$ cat src/rtl/pc_stack_pkg.sv
// Shared definitions for the pc_stack fetch-path program counter: default word width,
// op-select encoding and the load > call > ret > incr > hold priority encoder.
package pc_stack_pkg;

  localparam int HACK_WORD_WIDTH = 16;

  typedef enum logic [2:0] {
    OP_HOLD = 3'd0,
    OP_INCR = 3'd1,
    OP_LOAD = 3'd2,
    OP_CALL = 3'd3,
    OP_RET  = 3'd4
  } op_e;

  typedef struct packed {
    logic load;
    logic call;
    logic ret;
    logic incr;
  } ctl_t;

  // A return on an empty stack degrades to a plain increment.
  function automatic op_e op_sel(input ctl_t c, input logic empty);
    op_e op;
    op = OP_HOLD;
    if (c.load)      op = OP_LOAD;
    else if (c.call) op = OP_CALL;
    else if (c.ret)  op = empty ? OP_INCR : OP_RET;
    else if (c.incr) op = OP_INCR;
    return op;
  endfunction

endpackage

$ cat src/rtl/pc_stack_ret_stack.sv
// Return-address LIFO: push writes stack[count], pop exposes stack[count-1].
// Push when full and pop when empty are dropped here; the caller owns priority.
module ret_stack #(
  parameter int WIDTH = 16,
  parameter int DEPTH = 8
) (
  input  logic                       clk,
  input  logic                       reset,
  input  logic                       push,
  input  logic                       pop,
  input  logic [WIDTH-1:0]           din,
  output logic [WIDTH-1:0]           top,
  output logic [$clog2(DEPTH+1)-1:0] count,
  output logic                       full,
  output logic                       empty
);

  localparam int CW = $clog2(DEPTH+1);
  localparam int AW = (DEPTH > 1) ? $clog2(DEPTH) : 1;

  logic [WIDTH-1:0] mem [DEPTH];
  logic [CW-1:0]    cnt;
  logic [AW-1:0]    wr_idx;
  logic [AW-1:0]    rd_idx;
  logic             do_push;
  logic             do_pop;

  assign full    = (cnt == CW'(DEPTH));
  assign empty   = (cnt == '0);
  assign do_push = push && !full;
  assign do_pop  = pop && !empty;
  assign wr_idx  = AW'(cnt);
  // Park the read index at 0 when empty so a non-power-of-2 DEPTH never reads past the array.
  assign rd_idx  = empty ? '0 : AW'(cnt - CW'(1));
  assign top     = mem[rd_idx];
  assign count   = cnt;

  // Storage is intentionally not reset; only the count defines valid entries.
  always_ff @(posedge clk) begin
    if (do_push) mem[wr_idx] <= din;
  end

  always_ff @(posedge clk) begin
    if (!reset)       cnt <= '0;
    else if (do_push) cnt <= cnt + CW'(1);
    else if (do_pop)  cnt <= cnt - CW'(1);
  end

endmodule

$ cat src/rtl/pc_stack.sv
// Hack-style program counter with hardware call/return through ret_stack.
// Optional sticky overflow/underflow flag enabled by defining PC_STACK_ERR_EN.
module pc_stack
  import pc_stack_pkg::*;
#(
  parameter int WIDTH = HACK_WORD_WIDTH,
  parameter int DEPTH = 8
) (
  input  logic                       clk,
  input  logic                       reset,
  input  logic [WIDTH-1:0]           in,
  input  logic                       incr,
  input  logic                       load,
  input  logic                       call,
  input  logic                       ret,
  output logic [WIDTH-1:0]           out,
  output logic [$clog2(DEPTH+1)-1:0] depth,
  output logic                       err
);

  ctl_t             ctl;
  op_e              op;
  logic [WIDTH-1:0] pc_q;
  logic [WIDTH-1:0] pc_inc;
  logic [WIDTH-1:0] top;
  logic             full;
  logic             empty;
  logic             push;
  logic             pop;

  assign ctl    = '{load: load, call: call, ret: ret, incr: incr};
  assign op     = op_sel(ctl, empty);
  assign pc_inc = pc_q + WIDTH'(1);
  assign push   = (op == OP_CALL) && !full;
  assign pop    = (op == OP_RET);

  ret_stack #(.WIDTH(WIDTH), .DEPTH(DEPTH)) u_stack (
    .clk   (clk),
    .reset (reset),
    .push  (push),
    .pop   (pop),
    .din   (pc_inc),
    .top   (top),
    .count (depth),
    .full  (full),
    .empty (empty)
  );

  // A call on a full stack still takes the jump; only the push is lost.
  always_ff @(posedge clk) begin
    if (!reset) pc_q <= '0;
    else begin
      case (op)
        OP_LOAD, OP_CALL: pc_q <= in;
        OP_RET:           pc_q <= top;
        OP_INCR:          pc_q <= pc_inc;
        default:          pc_q <= pc_q;
      endcase
    end
  end

  assign out = pc_q;

`ifdef PC_STACK_ERR_EN
  logic err_q;
  logic ovf;
  logic unf;

  assign ovf = call && !load && full;
  assign unf = ret && !load && !call && empty;

  always_ff @(posedge clk) begin
    if (!reset)         err_q <= 1'b0;
    else if (ovf | unf) err_q <= 1'b1;
  end

  assign err = err_q;
`else
  assign err = 1'b0;
`endif

endmodule

$ cat config.mk
export PLATFORM = sky130hd
export DESIGN_NAME = pc_stack
export DESIGN_NICKNAME = d
export VERILOG_FILES = /design/src/rtl/pc_stack_pkg.sv /design/src/rtl/pc_stack_ret_stack.sv /design/src/rtl/pc_stack.sv
export SDC_FILE = /design/constraint.sdc
export NUM_CORES = 1
export LEC_CHECK = 0
export BUFFER_PORTS_ARGS = -buffer_cell sky130_fd_sc_hd__buf_2
export CAP_MARGIN = 20
export CELL_PAD_IN_SITES_DETAIL_PLACEMENT = 1
export CELL_PAD_IN_SITES_GLOBAL_PLACEMENT = 1
export CORE_ASPECT_RATIO = 1.2
export CORE_MARGIN = 2
export CORE_UTILIZATION = 38
export CTS_CLUSTER_SIZE = 14
export DETAILED_ROUTE_END_ITERATION = 10
export PLACE_DENSITY_LB_ADDON = 0.1
export SYNTH_ARGS = -nofsm -noshare
export SYNTH_HDL_FRONTEND = slang
export SYNTH_HIERARCHICAL = 1
export SYNTH_SLANG_ARGS = --single-unit
$ cat constraint.sdc
create_clock -name clk -period 4.1 [get_ports clk]
set_clock_uncertainty 0.2 [all_clocks]
set_input_delay 0.82 -clock clk [delete_from_list [all_inputs] [get_ports clk]]
set_output_delay 0.82 -clock clk [all_outputs]
set_load 0.05 [all_outputs]
==> results of run 1 <==
[layer usage]
metal / track usage [%] / wire length (um)
met5: 0 / 0
met4: 6.667 / 290
met3: 3.790 / 734
met2: 34.08 / 9112
met1: 25.62 / 8088
[sequential cells by signal (all words and copies together) (netlist names)]
name,cells
u_stack/mem,128
out,16
u_stack/count,4
[report_power, final]
part | total [mW] | leakage [nW] | switching [mW] | internal (mW)
Combinational | 0.708 | 1.02 | 0.438 | 0.271
Sequential | 1.76 | 1.34 | 0.0516 | 1.71
Clock | 1.57 | 0.292 | 0.744 | 0.829
Total | 4.04 | 2.66 | 1.23 | 2.81
[area by class of cell]
| cell class | count | area (um2) |
|---|---|---|
| Timing Repair Buffer | 59 | 365.4 |
| Multi-Input combinational cell | 277 | 2287 |
| Clock buffer | 17 | 425.4 |
| Sequential cell | 148 | 4245 |
| Fill cell | 1774 | 9625 |
| Tap cell | 220 | 275.3 |
| Inverter | 11 | 41.29 |
| Clock inverter | 15 | 175.2 |
[Yosys cell counts, types with 7 or more instances]
library cell                 n  area, um2
sky130_fd_sc_hd__a21oi_1    18      90.09
sky130_fd_sc_hd__and2_1      7      43.79
sky130_fd_sc_hd__buf_2      13      65.06
sky130_fd_sc_hd__clkbuf_1   10      37.54
sky130_fd_sc_hd__dfxtp_1    20      400.4
sky130_fd_sc_hd__edfxtp_1  128       3844
sky130_fd_sc_hd__inv_1      11      41.29
sky130_fd_sc_hd__mux2_2     18      202.7
sky130_fd_sc_hd__mux4_1     10      262.8
sky130_fd_sc_hd__nand2_1    20      75.07
sky130_fd_sc_hd__nand3_1    11      55.05
sky130_fd_sc_hd__nor2_1     15      56.30
sky130_fd_sc_hd__nor3_1      8      40.04
sky130_fd_sc_hd__o21ai_0    20      100.1
sky130_fd_sc_hd__o221a_1    11      123.9
sky130_fd_sc_hd__o22a_1     16      140.1
sky130_fd_sc_hd__or2_2       8      50.05
sky130_fd_sc_hd__xnor2_1     8      70.07
[through the flow]
step	hold WS (ns)	setup WS (ns)	power, mW
final	0.3801	0.7185	4.040
after global routing	0.4065	0.4820	4.185
after CTS	0.3750	0.6959	4.082
after detailed placement	0.3643	0.7131	2.502
after global placement	0.3579	0.8215	2.488
after floorplan	0.5584	-0.03492	2.281
[placed cells by master (no fill, tap or decap), types with 3 or more instances in the layout]
cell and n:
sky130_fd_sc_hd__edfxtp_1 128, sky130_fd_sc_hd__buf_2 41, sky130_fd_sc_hd__nand2_1 20, sky130_fd_sc_hd__o21ai_0 20, sky130_fd_sc_hd__dfxtp_1 19, sky130_fd_sc_hd__a21oi_1 18
sky130_fd_sc_hd__mux2_2 18, sky130_fd_sc_hd__clkbuf_16 17, sky130_fd_sc_hd__buf_4 16, sky130_fd_sc_hd__o22a_1 16, sky130_fd_sc_hd__nor2_1 15, sky130_fd_sc_hd__inv_1 11
sky130_fd_sc_hd__nand3_1 11, sky130_fd_sc_hd__o221a_1 11, sky130_fd_sc_hd__mux4_1 10, sky130_fd_sc_hd__xnor2_1 8, sky130_fd_sc_hd__or2_2 8, sky130_fd_sc_hd__and2_1 7
sky130_fd_sc_hd__nand4_1 6, sky130_fd_sc_hd__nor3_1 6, sky130_fd_sc_hd__o22ai_1 6, sky130_fd_sc_hd__inv_8 6, sky130_fd_sc_hd__mux4_2 6, sky130_fd_sc_hd__o221a_2 6
sky130_fd_sc_hd__a31oi_1 5, sky130_fd_sc_hd__a221oi_1 5, sky130_fd_sc_hd__xor2_1 4, sky130_fd_sc_hd__and3_1 4, sky130_fd_sc_hd__nand2b_1 4, sky130_fd_sc_hd__o211ai_1 4
sky130_fd_sc_hd__a211oi_1 4, sky130_fd_sc_hd__a2bb2oi_1 4, sky130_fd_sc_hd__ha_1 4, sky130_fd_sc_hd__inv_6 4, sky130_fd_sc_hd__o32a_1 3, sky130_fd_sc_hd__or3_1 3
sky130_fd_sc_hd__clkinv_8 3
[worst register-to-register path: stages (launching register included)]
cell	delay (ns)
sky130_fd_sc_hd__dfxtp_1	0.57
sky130_fd_sc_hd__inv_1	0.12
sky130_fd_sc_hd__ha_1	0.30
sky130_fd_sc_hd__nor3b_4	0.21
sky130_fd_sc_hd__nor2_2	0.47
sky130_fd_sc_hd__buf_4	0.30
sky130_fd_sc_hd__mux4_1	0.29
sky130_fd_sc_hd__o221a_1	0.26
sky130_fd_sc_hd__a211oi_1	0.27
sky130_fd_sc_hd__o221a_1	0.24
sky130_fd_sc_hd__a31oi_1	0.04
[final timing paths]
check / start / endpoint / slack [ns] / cells after the start
setup reg to reg: u_stack/count[1] / out[12] / 0.72 / 10
hold reg to reg: out[15] / out[15] / 0.38 / 2
setup / recovery: u_stack/count[1] / out[12] / 0.72 / 10
hold / removal: out[15] / out[15] / 0.38 / 2
[cell families after synthesis]
| group | synth area share (%) |
|---|---|
| adder cells (fa/ha/maj) | 0.7435 |
| other | 0.05571 |
| AO/OA/AOI/OAI | 13.88 |
| flip-flops | 63.05 |
| buffers and inverters | 3.123 |
| XOR/XNOR | 1.561 |
| AND/OR/NAND/NOR | 8.661 |
| multiplexers | 8.922 |
==> flow_summary.json, run 1 <==
{
  "grt_antenna_before_repair": 0,
  "place_area_um2": 7214,
  "cts_tree": "built",
  "slew_headroom_pct": 40.16,
  "cts_root_buffer": "sky130_fd_sc_hd__clkbuf_16",
  "antenna-diode-count": 0,
  "grt_first_pass_wirelength_um": 27410,
  "synthToLayoutAreaGrowth_pct": 16.10,
  "dp_hpwl_um": 11960,
  "critical_path_arrival_ns": 3.50,
  "clock-sinks": 148,
  "final_cell_area_um2": 7815,
  "timing.final.max_slew_violations": 0,
  "timing.critical_path.required_ns": 4.22,
  "clk_pin_slew_worst_paths_ns": 0.07,
  "setup-tns-final_ns": 0,
  "synth_enable_flop_cells": 128,
  "crit_path_cell_trace": "inv_1 -> ha_1 -> nor3b_4 -> nor2_2 -> buf_4 -> mux4_1 -> o221a_1 -> a211oi_1 -> o221a_1 -> a31oi_1",
  "cts_htree_levels": 4,
  "tightestPinTransition_ns": 0.8942,
  "fin_crit_sh_pct": 82.48,
  "rsz0062_at_grt": "false",
  "post-cts-setup-buffers": 0,
  "initialDrtViolationCount": 275,
  "post_placement_cell_count": 715,
  "wirelength_um": 18230,
  "powerDensity_nw_per_um2": 517.0,
  "worstPathBufferInverterCount": 2,
  "number_of_design_rule_violations_left_after_detail_routing": 0,
  "run_status": "finished, final reports clean",
  "routed_wire_length_per_instance_um": 24.40,
  "classification_of_the_worst_slack_hold_path": "reg -> reg",
  "sequential_share_of_the_synthesized_area_pct": 63.05,
  "synth.cell_area_um2": 6731,
  "crit_path_start_kind": "flip-flop",
  "placementRows": 53,
  "setup_violations": 0,
  "synthArstFlopShare_pct": 0,
  "period_needed_ns": 3.381,
  "number_of_detailed_routing_iterations_run_before_antenna_repair": 4,
  "ctsResizeCount": 0,
  "grt_overflow": 0,
  "io_buffer_count": 41,
  "die_area_um2": 18800,
  "number_of_vias_after_detailed_routing": 4349,
  "worst_setup_path_end_kind": "flip-flop",
  "clock.fmax_mhz": 295.7,
  "worst_skew_pair.late_latency_ns": 0.43,
  "final_util_pct": 44.81,
  "syn_nets": 495,
  "place_congestion": 0.8004,
  "number_of_buffers_added_by_the_clock_tree_synthesis_step": 17,
  "timing.critical_path.slowest_cell_delay_ns": 0.57,
  "layout.nets": 540,
  "worst_path_dominant_cell_family": "compound AO/OA/AOI/OAI gates",
  "cts_buffer_depth": 2,
  "synth.yosys.warnings": 6,
  "chipWidth_um": 125.5,
  "dominant_register_cell_in_the_synthesized_netlist": "sky130_fd_sc_hd__edfxtp_1",
  "netlist_instances": 469,
  "first_global_vias": 4541,
  "cts-hold-fix-buffers": 0,
  "initial_core_util_pct": 38.60,
  "number_of_non_filler_instances_in_the_completed_layout": 747,
  "irDropWorstVdd_v": 0.0002638,
  "cpMaxStageDelayCell": "sky130_fd_sc_hd__dfxtp_1",
  "grt_start_max_net_pins": 41,
  "coreArea_um2": 17440,
  "flip_flop_and_latch_count_after_synthesis": 148,
  "antenna_violating_nets_post_route": 0,
  "crit_path_max_fanout": 11,
  "leakagePower_nw": 2.655,
  "post_drt_via_cell_ratio": 5.822,
  "crit_top_cell": "sky130_fd_sc_hd__o221a_1",
  "worstSetupPathType": "reg -> reg",
  "io_count": 43,
  "grt.total_usage_pct": 19.94,
  "yosysUniqueCellTypes": 64,
  "hold_violations": 0,
  "cap_violations": 0,
  "synth_area_per_cell_um2": 14.35,
  "final_layout_size_suffix_gt1_share_pct": 26.76,
  "die_height_um": 149.8
}
Power figures use the tool's default switching activity.
==> run 2, diff against run 1 <==
Clock period 4.1 ns to 3.3 ns, I/O delays scaled along.
==> run 2 against run 1 <==
Effect of this change:
- clock-buffer cell count rose by 1
- register-to-register slack got worse by 0.43 ns
- die area did not move
- via count rose by 0.41%
- largest cell class unchanged
==> flow_summary.json, run 2 (synthesized netlist as in run 1, its figures left out) <==
{
  "number_of_vias_after_detailed_routing": 4367,
  "fin_crit_sh_pct": 91.12,
  "chipWidth_um": 125.5,
  "antenna_violating_nets_post_route": 0,
  "die_height_um": 149.8,
  "timing.final.max_slew_violations": 0,
  "cts_tree": "built",
  "post-cts-setup-buffers": 0,
  "crit_path_cell_trace": "inv_1 -> ha_1 -> xnor2_1 -> nand3_1 -> buf_4 -> o22a_1 -> o221a_1 -> a211oi_1 -> nor2_1 -> o211a_1",
  "ctsResizeCount": 0,
  "leakagePower_nw": 2.630,
  "setup_violations": 0,
  "placementRows": 53,
  "classification_of_the_worst_slack_hold_path": "in -> reg",
  "grt_first_pass_wirelength_um": 28280,
  "cts_htree_levels": 4,
  "groute.layer.met3.usage_pct": 4.076,
  "global_route.usage.met1_pct": 25.60,
  "worstPathBufferInverterCount": 2,
  "cts-hold-fix-buffers": 0,
  "grt_util_met2_pct": 35.38,
  "rr_startpoint": "u_stack/count[0]",
  "timing.critical_path.required_ns": 3.40,
  "antenna-diode-count": 0,
  "irDropWorstVdd_v": 0.0003457,
  "post_drt_via_cell_ratio": 5.799,
  "die_area_um2": 18800,
  "hold_slack_ns": 0.2781,
  "worst_path_dominant_cell_family": "compound AO/OA/AOI/OAI gates",
  "cts_root_buffer": "sky130_fd_sc_hd__clkbuf_16",
  "grt_most_used_layer": "met2",
  "io_buffer_count": 41,
  "tightestPinTransition_ns": 0.8620,
  "number_of_non_filler_instances_in_the_completed_layout": 753,
  "cpMaxStageDelayCell": "sky130_fd_sc_hd__a211oi_1",
  "layout.nets": 548,
  "clk_pin_slew_worst_paths_ns": 0.06,
  "post-route-worst-setup-slack_ns": 0.2930,
  "routed_wire_length_per_instance_um": 24.51,
  "run_status": "finished, final reports clean",
  "worst_skew_pair.late_latency_ns": 0.42,
  "p_sw_share_pct": 28.54,
  "io_count": 43,
  "powerDensity_nw_per_um2": 613.5,
  "grt_overflow": 0,
  "hold_crit_start": "in[2]",
  "cap_violations": 0,
  "grt.total_usage_pct": 20.32,
  "power_dissipated_by_switching_net_loads_mw": 1.367,
  "dp_hpwl_um": 12320,
  "clock.fmax_mhz": 332.6,
  "rsz0062_at_grt": "false",
  "cell_internal_pwr_mw": 3.423,
  "final_cell_mix": "sky130_fd_sc_hd__edfxtp_1, sky130_fd_sc_hd__buf_2, sky130_fd_sc_hd__buf_4",
  "initial_core_util_pct": 38.60,
  "place_congestion": 0.8442,
  "worst_setup_path_end_kind": "flip-flop",
  "cts_buffer_depth": 2,
  "setup-tns-final_ns": 0,
  "post-place-ws_ns": 0.2859,
  "critical_path_arrival_ns": 3.11,
  "final_layout_size_suffix_gt1_share_pct": 28.52,
  "synthToLayoutAreaGrowth_pct": 15.99,
  "share_clk_of_total_power_pct": 35.6,
  "number_of_detailed_routing_iterations_run_before_antenna_repair": 4,
  "initialDrtViolationCount": 267,
  "wirelength_um": 18460,
  "worstSetupPathType": "reg -> reg",
  "period_needed_ns": 3.007,
  "post_placement_cell_count": 723,
  "crit_path_max_fanout": 10,
  "coreArea_um2": 17440,
  "slew_headroom_pct": 42.12,
  "timing.critical_path.slowest_cell_delay_ns": 0.35,
  "hold_violations": 0,
  "clock-sinks": 148,
  "pwr-share-comb_pct": 18.9,
  "largest_reg_flops": 128,
  "fillerInstances": 1806,
  "max_flop_register": "u_stack/mem",
  "layout_commonest_cell": "sky130_fd_sc_hd__edfxtp_1",
  "grt_antenna_before_repair": 0,
  "crit_path_start_kind": "flip-flop",
  "grt_start_max_net_pins": 41,
  "totalPowerFinal_mw": 4.790,
  "number_of_design_rule_violations_left_after_detail_routing": 0,
  "number_of_buffers_added_by_the_clock_tree_synthesis_step": 17,
  "crit_start": "u_stack/count[0]",
  "first_global_vias": 4755,
  "seq_power_share_pct": 45.5
}
[run 2: cell types whose count changed in the layout (fill, tap and decap cells not counted), sizes merged]
cell / previous run / this run
buf: 59 / 67
clkbuf: 17 / 18
clkinv: 3 / 5
inv: 22 / 14
clkinvlp: 1 / 4
[run 2: power by group through the flow]
stage / Combinational (mW) / Clock, mW / Sequential [mW]
final: 0.906 / 1.71 / 2.18
after detailed placement: 0.909 / 0 / 2.22
after global routing: 0.973 / 1.82 / 2.19
after CTS: 0.914 / 1.75 / 2.18
after floorplan: 0.562 / 0 / 2.28
after global placement: 0.891 / 0 / 2.21
[run 2: layout make-up]
cell class	count	area (um2)	area share, %
flip-flops and latches	148	4247	54.39
multi-input cells	277	2332	29.87
clock buffers	18	429.2	5.497
repair buffers	67	400.4	5.128
well taps	220	275.3	3.526
clock inverters	12	82.58	1.058
inverters	11	41.29	0.5288
[run 2: worst reg2reg max path, cell delays in order, from the launching register on]
cell,delay (ns)
sky130_fd_sc_hd__dfxtp_2,0.33
sky130_fd_sc_hd__inv_1,0.08
sky130_fd_sc_hd__ha_1,0.30
sky130_fd_sc_hd__xnor2_1,0.30
sky130_fd_sc_hd__nand3_1,0.33
sky130_fd_sc_hd__buf_4,0.30
sky130_fd_sc_hd__o22a_1,0.22
sky130_fd_sc_hd__o221a_1,0.13
sky130_fd_sc_hd__a211oi_1,0.35
sky130_fd_sc_hd__nor2_1,0.10
sky130_fd_sc_hd__o211a_1,0.24
[run 2: metal layers]
metal,share of wire (%),up-vias
li1,-,1992
met1,45,2281
met2,51,75
met3,3.0,19
met4,1.4,0
met5,0,-
[run 2: worst paths after layout]
path | endpoint | slack (ns) | depth (start not counted)
max | out[4] | 0.29 | 10
min | out[2] | 0.28 | 3
max reg2reg | out[4] | 0.29 | 10
min reg2reg | out[15] | 0.37 | 2
[run 2: stage by stage]
stage | utilization (%) | instance area (um2)
final | 44.77 | 7807
after global routing | 44.77 | 7807
after CTS | 44.77 | 7807
after detailed placement | 41.83 | 7296
after global placement | 41.83 | 7296
after floorplan | - | 6792
